**config.mk**
```make
export PLATFORM = sky130hd
export DESIGN_NAME = vga_axil_slave_ctrl_flat
export DESIGN_NICKNAME = d
export VERILOG_FILES = /design/src/rtl/vga_axil_slave_ctrl_if.sv /design/src/rtl/vga_axil_slave_ctrl.sv /design/src/flat_wrapper.sv
export SDC_FILE = /design/constraint.sdc
export NUM_CORES = 1
export LEC_CHECK = 0
export ABC_AREA = 1
export CORE_UTILIZATION = 30
export DETAILED_ROUTE_END_ITERATION = 12
export PLACE_DENSITY_LB_ADDON = 0.1
export SLEW_MARGIN = 20
export SYNTH_ARGS = -nofsm -noshare
export SYNTH_HDL_FRONTEND = slang
export SYNTH_SLANG_ARGS = --single-unit
```
**constraint.sdc**
```tcl
create_clock -name clk -period 1.35 [get_ports clk]
set_input_delay 0.27 -clock clk [delete_from_list [all_inputs] [get_ports clk]]
set_output_delay 0.27 -clock clk [all_outputs]
set_load 0.05 [all_outputs]
```
**src/rtl/vga_axil_slave_ctrl_if.sv**
```systemverilog
// AXI4-Lite bus bundle shared by the VGA slave front end and whatever masters it.
// The master modport drives requests; the slave modport answers them.
interface vga_axil_slave_ctrl_if #(
  parameter int ADDR_W = 32,
  parameter int DATA_W = 32
) ();

  logic [ADDR_W-1:0]   awaddr;
  logic                awvalid;
  logic                awready;
  logic [DATA_W-1:0]   wdata;
  logic [DATA_W/8-1:0] wstrb;
  logic                wvalid;
  logic                wready;
  logic [1:0]          bresp;
  logic                bvalid;
  logic                bready;
  logic [ADDR_W-1:0]   araddr;
  logic                arvalid;
  logic                arready;
  logic [DATA_W-1:0]   rdata;
  logic [1:0]          rresp;
  logic                rvalid;
  logic                rready;

  modport master (
    output awaddr, awvalid, wdata, wstrb, wvalid, bready, araddr, arvalid, rready,
    input  awready, wready, bresp, bvalid, arready, rdata, rresp, rvalid
  );

  modport slave (
    input  awaddr, awvalid, wdata, wstrb, wvalid, bready, araddr, arvalid, rready,
    output awready, wready, bresp, bvalid, arready, rdata, rresp, rvalid
  );

endinterface

```
**src/rtl/vga_axil_slave_ctrl.sv**
```systemverilog
// AXI4-Lite slave that turns bus writes/reads into one-cycle native strobes for the
// VGA register file; independent write and read FSMs, responses always OKAY.
module vga_axil_slave_ctrl #(
  parameter int AXIL_ADDR_WIDTH   = 32,
  parameter int AXIL_DATA_WIDTH   = 32,
  parameter int NATIVE_ADDR_WIDTH = 10
) (
  input  logic                         clk,
  input  logic                         arst_n,
  vga_axil_slave_ctrl_if.slave         axil,
  input  logic [AXIL_DATA_WIDTH-1:0]   data_i,
  output logic [NATIVE_ADDR_WIDTH-1:0] addr_write_o,
  output logic [NATIVE_ADDR_WIDTH-1:0] addr_read_o,
  output logic [AXIL_DATA_WIDTH-1:0]   data_o,
  output logic                         read_en_sync_o,
  output logic                         write_en_o
);

  localparam logic [1:0] RESP_OKAY = 2'b00;

  typedef enum logic [1:0] {W_IDLE, W_STROBE, W_RESP} wstate_e;
  typedef enum logic [1:0] {R_IDLE, R_FETCH, R_WAIT, R_RESP} rstate_e;

  wstate_e                      wstate_q;
  rstate_e                      rstate_q;

  logic                         awready_q;
  logic                         wready_q;
  logic                         bvalid_q;
  logic                         aw_held_q;
  logic                         w_held_q;
  logic [NATIVE_ADDR_WIDTH-1:0] aw_addr_q;
  logic [AXIL_DATA_WIDTH-1:0]   w_data_q;
  logic [NATIVE_ADDR_WIDTH-1:0] addr_write_q;
  logic [AXIL_DATA_WIDTH-1:0]   data_q;
  logic                         write_en_q;

  logic                         arready_q;
  logic                         rvalid_q;
  logic [AXIL_DATA_WIDTH-1:0]   rdata_q;
  logic [NATIVE_ADDR_WIDTH-1:0] addr_read_q;
  logic                         read_en_q;

  logic                         aw_hs;
  logic                         w_hs;
  logic                         ar_hs;
  logic                         aw_have;
  logic                         w_have;
  logic [NATIVE_ADDR_WIDTH-1:0] waddr_d;
  logic [AXIL_DATA_WIDTH-1:0]   wdata_d;

  assign aw_hs   = axil.awvalid & awready_q;
  assign w_hs    = axil.wvalid & wready_q;
  assign ar_hs   = axil.arvalid & arready_q;
  assign aw_have = aw_held_q | aw_hs;
  assign w_have  = w_held_q | w_hs;

  // A channel captured on the same edge that completes the pair bypasses its holding register.
  assign waddr_d = aw_held_q ? aw_addr_q : axil.awaddr[NATIVE_ADDR_WIDTH+1:2];
  assign wdata_d = w_held_q ? w_data_q : axil.wdata;

  // Byte lanes and out-of-window address bits carry no meaning for this word-only space.
  logic unused_bits;
  assign unused_bits = ^{axil.wstrb,
                         axil.awaddr[AXIL_ADDR_WIDTH-1:NATIVE_ADDR_WIDTH+2], axil.awaddr[1:0],
                         axil.araddr[AXIL_ADDR_WIDTH-1:NATIVE_ADDR_WIDTH+2], axil.araddr[1:0]};

  // NOTE: sequential state uses non-blocking assignments so every register in the block
  // sees pre-edge values; later assignments in the same branch take priority.
  always_ff @(posedge clk or negedge arst_n) begin
    if (!arst_n) begin
      wstate_q     <= W_IDLE;
      awready_q    <= 1'b0;
      wready_q     <= 1'b0;
      bvalid_q     <= 1'b0;
      aw_held_q    <= 1'b0;
      w_held_q     <= 1'b0;
      aw_addr_q    <= '0;
      w_data_q     <= '0;
      addr_write_q <= '0;
      data_q       <= '0;
      write_en_q   <= 1'b0;
    end else begin
      case (wstate_q)
        W_IDLE: begin
          if (aw_hs) begin
            aw_addr_q <= axil.awaddr[NATIVE_ADDR_WIDTH+1:2];
            aw_held_q <= 1'b1;
          end
          if (w_hs) begin
            w_data_q <= axil.wdata;
            w_held_q <= 1'b1;
          end
          if (aw_have && w_have) begin
            addr_write_q <= waddr_d;
            data_q       <= wdata_d;
            write_en_q   <= 1'b1;
            awready_q    <= 1'b0;
            wready_q     <= 1'b0;
            aw_held_q    <= 1'b0;
            w_held_q     <= 1'b0;
            wstate_q     <= W_STROBE;
          end else begin
            awready_q <= ~aw_have;
            wready_q  <= ~w_have;
          end
        end
        W_STROBE: begin
          write_en_q <= 1'b0;
          bvalid_q   <= 1'b1;
          wstate_q   <= W_RESP;
        end
        W_RESP: begin
          if (axil.bready) begin
            bvalid_q  <= 1'b0;
            awready_q <= 1'b1;
            wready_q  <= 1'b1;
            wstate_q  <= W_IDLE;
          end
        end
        default: wstate_q <= W_IDLE;
      endcase
    end
  end

  always_ff @(posedge clk or negedge arst_n) begin
    if (!arst_n) begin
      rstate_q    <= R_IDLE;
      arready_q   <= 1'b0;
      rvalid_q    <= 1'b0;
      rdata_q     <= '0;
      addr_read_q <= '0;
      read_en_q   <= 1'b0;
    end else begin
      case (rstate_q)
        R_IDLE: begin
          arready_q <= 1'b1;
          if (ar_hs) begin
            addr_read_q <= axil.araddr[NATIVE_ADDR_WIDTH+1:2];
            read_en_q   <= 1'b1;
            arready_q   <= 1'b0;
            rstate_q    <= R_FETCH;
          end
        end
        R_FETCH: begin
          read_en_q <= 1'b0;
          rstate_q  <= R_WAIT;
        end
        R_WAIT: begin
          // Native data is valid exactly one cycle after the strobe.
          rdata_q  <= data_i;
          rvalid_q <= 1'b1;
          rstate_q <= R_RESP;
        end
        R_RESP: begin
          if (axil.rready) begin
            rvalid_q  <= 1'b0;
            arready_q <= 1'b1;
            rstate_q  <= R_IDLE;
          end
        end
        default: rstate_q <= R_IDLE;
      endcase
    end
  end

  assign axil.awready   = awready_q;
  assign axil.wready    = wready_q;
  assign axil.bvalid    = bvalid_q;
  assign axil.bresp     = RESP_OKAY;
  assign axil.arready   = arready_q;
  assign axil.rvalid    = rvalid_q;
  assign axil.rdata     = rdata_q;
  assign axil.rresp     = RESP_OKAY;

  assign addr_write_o   = addr_write_q;
  assign data_o         = data_q;
  assign write_en_o     = write_en_q;
  assign addr_read_o    = addr_read_q;
  assign read_en_sync_o = read_en_q;

endmodule

```
**src/flat_wrapper.sv**
```systemverilog
// flat-port wrapper written by rule: the top's interface ports become plain ports
module vga_axil_slave_ctrl_flat 
#(
  parameter int AXIL_ADDR_WIDTH   = 32,
  parameter int AXIL_DATA_WIDTH   = 32,
  parameter int NATIVE_ADDR_WIDTH = 10
)
  (clk, arst_n, data_i, addr_write_o, addr_read_o, data_o, read_en_sync_o, write_en_o, axil_awaddr, axil_awvalid, axil_wdata, axil_wstrb, axil_wvalid, axil_bready, axil_araddr, axil_arvalid, axil_rready, axil_awready, axil_wready, axil_bresp, axil_bvalid, axil_arready, axil_rdata, axil_rresp, axil_rvalid);
  vga_axil_slave_ctrl_if #(.ADDR_W(32), .DATA_W(32)) axil_i ();
  input  logic clk;
  input  logic arst_n;
  input  logic [AXIL_DATA_WIDTH-1:0] data_i;
  output logic [NATIVE_ADDR_WIDTH-1:0] addr_write_o;
  output logic [NATIVE_ADDR_WIDTH-1:0] addr_read_o;
  output logic [AXIL_DATA_WIDTH-1:0] data_o;
  output logic read_en_sync_o;
  output logic write_en_o;
  input wire logic [$bits(axil_i.awaddr)-1:0] axil_awaddr;
  input wire logic [$bits(axil_i.awvalid)-1:0] axil_awvalid;
  input wire logic [$bits(axil_i.wdata)-1:0] axil_wdata;
  input wire logic [$bits(axil_i.wstrb)-1:0] axil_wstrb;
  input wire logic [$bits(axil_i.wvalid)-1:0] axil_wvalid;
  input wire logic [$bits(axil_i.bready)-1:0] axil_bready;
  input wire logic [$bits(axil_i.araddr)-1:0] axil_araddr;
  input wire logic [$bits(axil_i.arvalid)-1:0] axil_arvalid;
  input wire logic [$bits(axil_i.rready)-1:0] axil_rready;
  output wire logic [$bits(axil_i.awready)-1:0] axil_awready;
  output wire logic [$bits(axil_i.wready)-1:0] axil_wready;
  output wire logic [$bits(axil_i.bresp)-1:0] axil_bresp;
  output wire logic [$bits(axil_i.bvalid)-1:0] axil_bvalid;
  output wire logic [$bits(axil_i.arready)-1:0] axil_arready;
  output wire logic [$bits(axil_i.rdata)-1:0] axil_rdata;
  output wire logic [$bits(axil_i.rresp)-1:0] axil_rresp;
  output wire logic [$bits(axil_i.rvalid)-1:0] axil_rvalid;
  assign axil_i.awaddr = axil_awaddr;
  assign axil_i.awvalid = axil_awvalid;
  assign axil_i.wdata = axil_wdata;
  assign axil_i.wstrb = axil_wstrb;
  assign axil_i.wvalid = axil_wvalid;
  assign axil_i.bready = axil_bready;
  assign axil_i.araddr = axil_araddr;
  assign axil_i.arvalid = axil_arvalid;
  assign axil_i.rready = axil_rready;
  assign axil_awready = axil_i.awready;
  assign axil_wready = axil_i.wready;
  assign axil_bresp = axil_i.bresp;
  assign axil_bvalid = axil_i.bvalid;
  assign axil_arready = axil_i.arready;
  assign axil_rdata = axil_i.rdata;
  assign axil_rresp = axil_i.rresp;
  assign axil_rvalid = axil_i.rvalid;
  vga_axil_slave_ctrl #(.AXIL_ADDR_WIDTH(AXIL_ADDR_WIDTH), .AXIL_DATA_WIDTH(AXIL_DATA_WIDTH), .NATIVE_ADDR_WIDTH(NATIVE_ADDR_WIDTH)) u_core (.clk(clk), .arst_n(arst_n), .axil(axil_i), .data_i(data_i), .addr_write_o(addr_write_o), .addr_read_o(addr_read_o), .data_o(data_o), .read_en_sync_o(read_en_sync_o), .write_en_o(write_en_o));
endmodule
```
==> impl_metrics.toml <==
[routing]
route.detailed.drc = 0
dr.pass1.iters = 6
vias = 5194
drt_iter0_drc = 288
routed_wl_mm = 17.2
ant_nets = 0
wl_per_cell_um = 14.9
vias_per_cell = 4.50

[critical_path]
ff2ff_path_depth = 4
worst-path-max-fanout = 17
critPathRequiredTime_ps = 1630
start_kind = "flip-flop"
crit_type = "reg -> reg"
critPathArrivalTime_ps = 1620
r2r-start = "u_core.rstate_q[0]$_DFFE_PN0P_"
reg2reg_slack_ps = 10
crit_path_end_kind = "flip-flop"
rr_endpoint = "u_core.axil.rdata[4]$_DFFE_PN0P_"

[synthesis]
synth.avg_cell_area_um2 = 8.90
synth_top_area_share_pct = 57.1
synth_top_area_cell = "dfrtp_1"
ys.flop_type = "dfrtp_1"
ys_seq_area_share_pct = 57.1
async_flop_share_pct = 100
synth_cell_type_count = 24
synth_area_um2 = 6090
syn_inst = 684
synth_edf_count = 0
ys_ff_latch = 139
yosysWarnings = 0
synth_area_leaders = "dfrtp_1, nand2_1, mux2_2, nand4_1, buf_2"
yosysMostFrequentCell = "nand2_1"
synth_common_cells = "nand2_1, dfrtp_1, nand4_1"

[min_path]
hold_class = "in -> async"

[clock_tree]
cts_htree_levels = 4
numCtsBuffers = 17
tritoncts = "yes"
cts-root-buf = "clkbuf_16"
cts_num_sinks = 139
clockBufferDepth = 2
clk_latency_ps = 410
clk_pin_slew_ps = 60

[final_layout]
multi_input_area_um2 = 2300
ff_latch_area_um2 = 3480
stdcell_area_um2 = 9910
antenna_cells = 0
nFillCells = 1836
final_nets = 1020
drive_above_1_share_pct = 23.5
synthToLayoutAreaGrowth_pct = 62.8

[timing]
rsz0062_at_grt = "yes"
setup_viol = 0
finalCritPeriodShare_pct = 99.1
finalSetupTns_ps = 0
fmax_mhz = 748
worst_hold_slack_ps = 293
fin_skew_ps = 7.55
slew_violations = 0
hold_viol = 0
period_needed_ps = 1340

[flow_run]
maxCapViolCount = 0

[placed_design]
dpl_cell_area_um2 = 9250
dp_hpwl_mm = 11.9
place.gp.congestion = 0.808
portBuffers = 181

[power]
p_int_uw = 16500
power.switching_uw = 12800
ir_drop_v = 0.00107
power.density_nw_per_um2 = 2960
leakage_uw = 0.00488
combPwrFrac_pct = 57.1
p_clk_share_pct = 15.5
pwr-share-seq_pct = 27.4
switching_share_pct = 43.6

[global_routing]
antenna_found_initial = 0
grt_max_degree = 34
grt_use_total_pct = 17.3
grt_pass1_vias = 5320
grt_first_pass_wirelength_mm = 27.5
overflow = 0

[floorplanning]
start_util_pct = 31.0
die_x_um = 144
io-pin-count = 234
rows = 51
die_area_um2 = 20900
die_h_um = 144
core_um2 = 19700

[status]
status = "finished, final reports clean"
==> kinds of logic (layout without fill, tap and decap cells) <==
family          Yosys count  count (layout)  synth area share [%]
simple gates            420             420                  28.5
other cells               1               4                0.0616
flops                   139             139                  57.1
compound gates           21              21                  1.81
mux                      32              32                  5.92
fa+ha+maj                 4               4                 0.822
buf+inv                  67             270                  5.71
==> state kept, by name, indices dropped and copies added, names as in the netlist, 2 cells and up <==
name	cells
u_core.w_data_q	32
u_core.aw_addr_q	10
u_core.addr_write_o	10
u_core.axil.rdata	32
u_core.wstate_q	2
u_core.addr_read_o	10
u_core.rstate_q	2
u_core.data_o	32
==> through the flow <==
| step | power [uW] | util (%) | worst slack [ps] | cells |
|---|---|---|---|---|
| finish | 29300 | 50.4 | 12.7 | 1155 |
| global placement | 24400 | 47.1 | -224 | 1120 |
| CTS | 29600 | 50.3 | 14.2 | 1154 |
| global route | 31000 | 50.4 | -49.3 | 1155 |
| detailed placement | 24700 | 47.1 | -259 | 1120 |
| floorplan | 16400 | - | -69.6 | 687 |
==> layer usage <==
layer | part of all wire (%) | wire (um) | up-vias | global-route usage (%)
met5 | 0 | 0 | - | 0
met4 | 0.90 | 154 | 0 | 5.76
met3 | 4.9 | 838 | 14 | 3.31
met2 | 52 | 8990 | 162 | 30.4
met1 | 42 | 7170 | 2470 | 21.1
li1 | - | - | 2548 | -
==> worst max-delay path: stages, from the launching register on <==
cell,delay (ps)
dfrtp_1,390
inv_2,110
ha_4,200
buf_12,170
mux2_2,350
==> power groups by stage <==
| stage | Combinational [uW] | Sequential, uW | Clock (uW) |
|---|---|---|---|
| after CTS | 16800 | 8050 | 4680 |
| after detailed placement | 16600 | 8090 | 0 |
| final | 16700 | 8030 | 4540 |
| after global placement | 16400 | 8010 | 0 |
| after global routing | 17800 | 8300 | 4900 |
| after floorplan | 4710 | 11700 | 0 |
==> layout make-up <==
type	count	area share (%)
multi-input cells	481	23.3
well taps	265	3.35
inverters	25	0.997
flip-flops and latches	139	35.1
clock buffers	17	4.29
clock inverters	15	1.53
repair buffers	213	31.4
==> worst max-delay path by stage <==
stage	from	end	slack, ps	cells past startpoint
global route	u_core.wstate_q[1]$_DFFE_PN0P_	u_core.aw_addr_q[0]$_DFFE_PN0P_	-50	5
CTS	u_core.data_o[7]$_DFFE_PN0P_	data_o[7]	10	1
finish	u_core.rstate_q[0]$_DFFE_PN0P_	u_core.axil.rdata[4]$_DFFE_PN0P_	10	4
detailed placement	axil_wvalid	u_core.data_o[9]$_DFFE_PN0P_	-260	6
global placement	axil_wvalid	u_core.data_o[15]$_DFFE_PN0P_	-220	6
floorplan	u_core.rstate_q[0]$_DFFE_PN0P_	u_core.axil.rdata[10]$_DFFE_PN0P_	-70	5
==> cell usage in the layout, fill, tap and decap left out, types with 5 or more instances in the layout <==
cell	count
nand4_1	42
mux2_2	32
o21ai_0	13
nand2_1	364
buf_4	18
inv_2	6
clkinv_2	5
dfrtp_1	135
buf_12	101
clkdlybuf4s50_1	89
clkbuf_16	17
inv_1	18
==> timing repair <==
item / in CTS / in global routing
buffers inserted: 0 / 0
hold buffers: 1 / 0
setup endpoints to repair: 14 / 32
hold endpoints to repair: 44 / 0
cloned: 1 / 1
resized for setup: 4 / 11
Note: power is estimated with default switching activity, not from simulation.
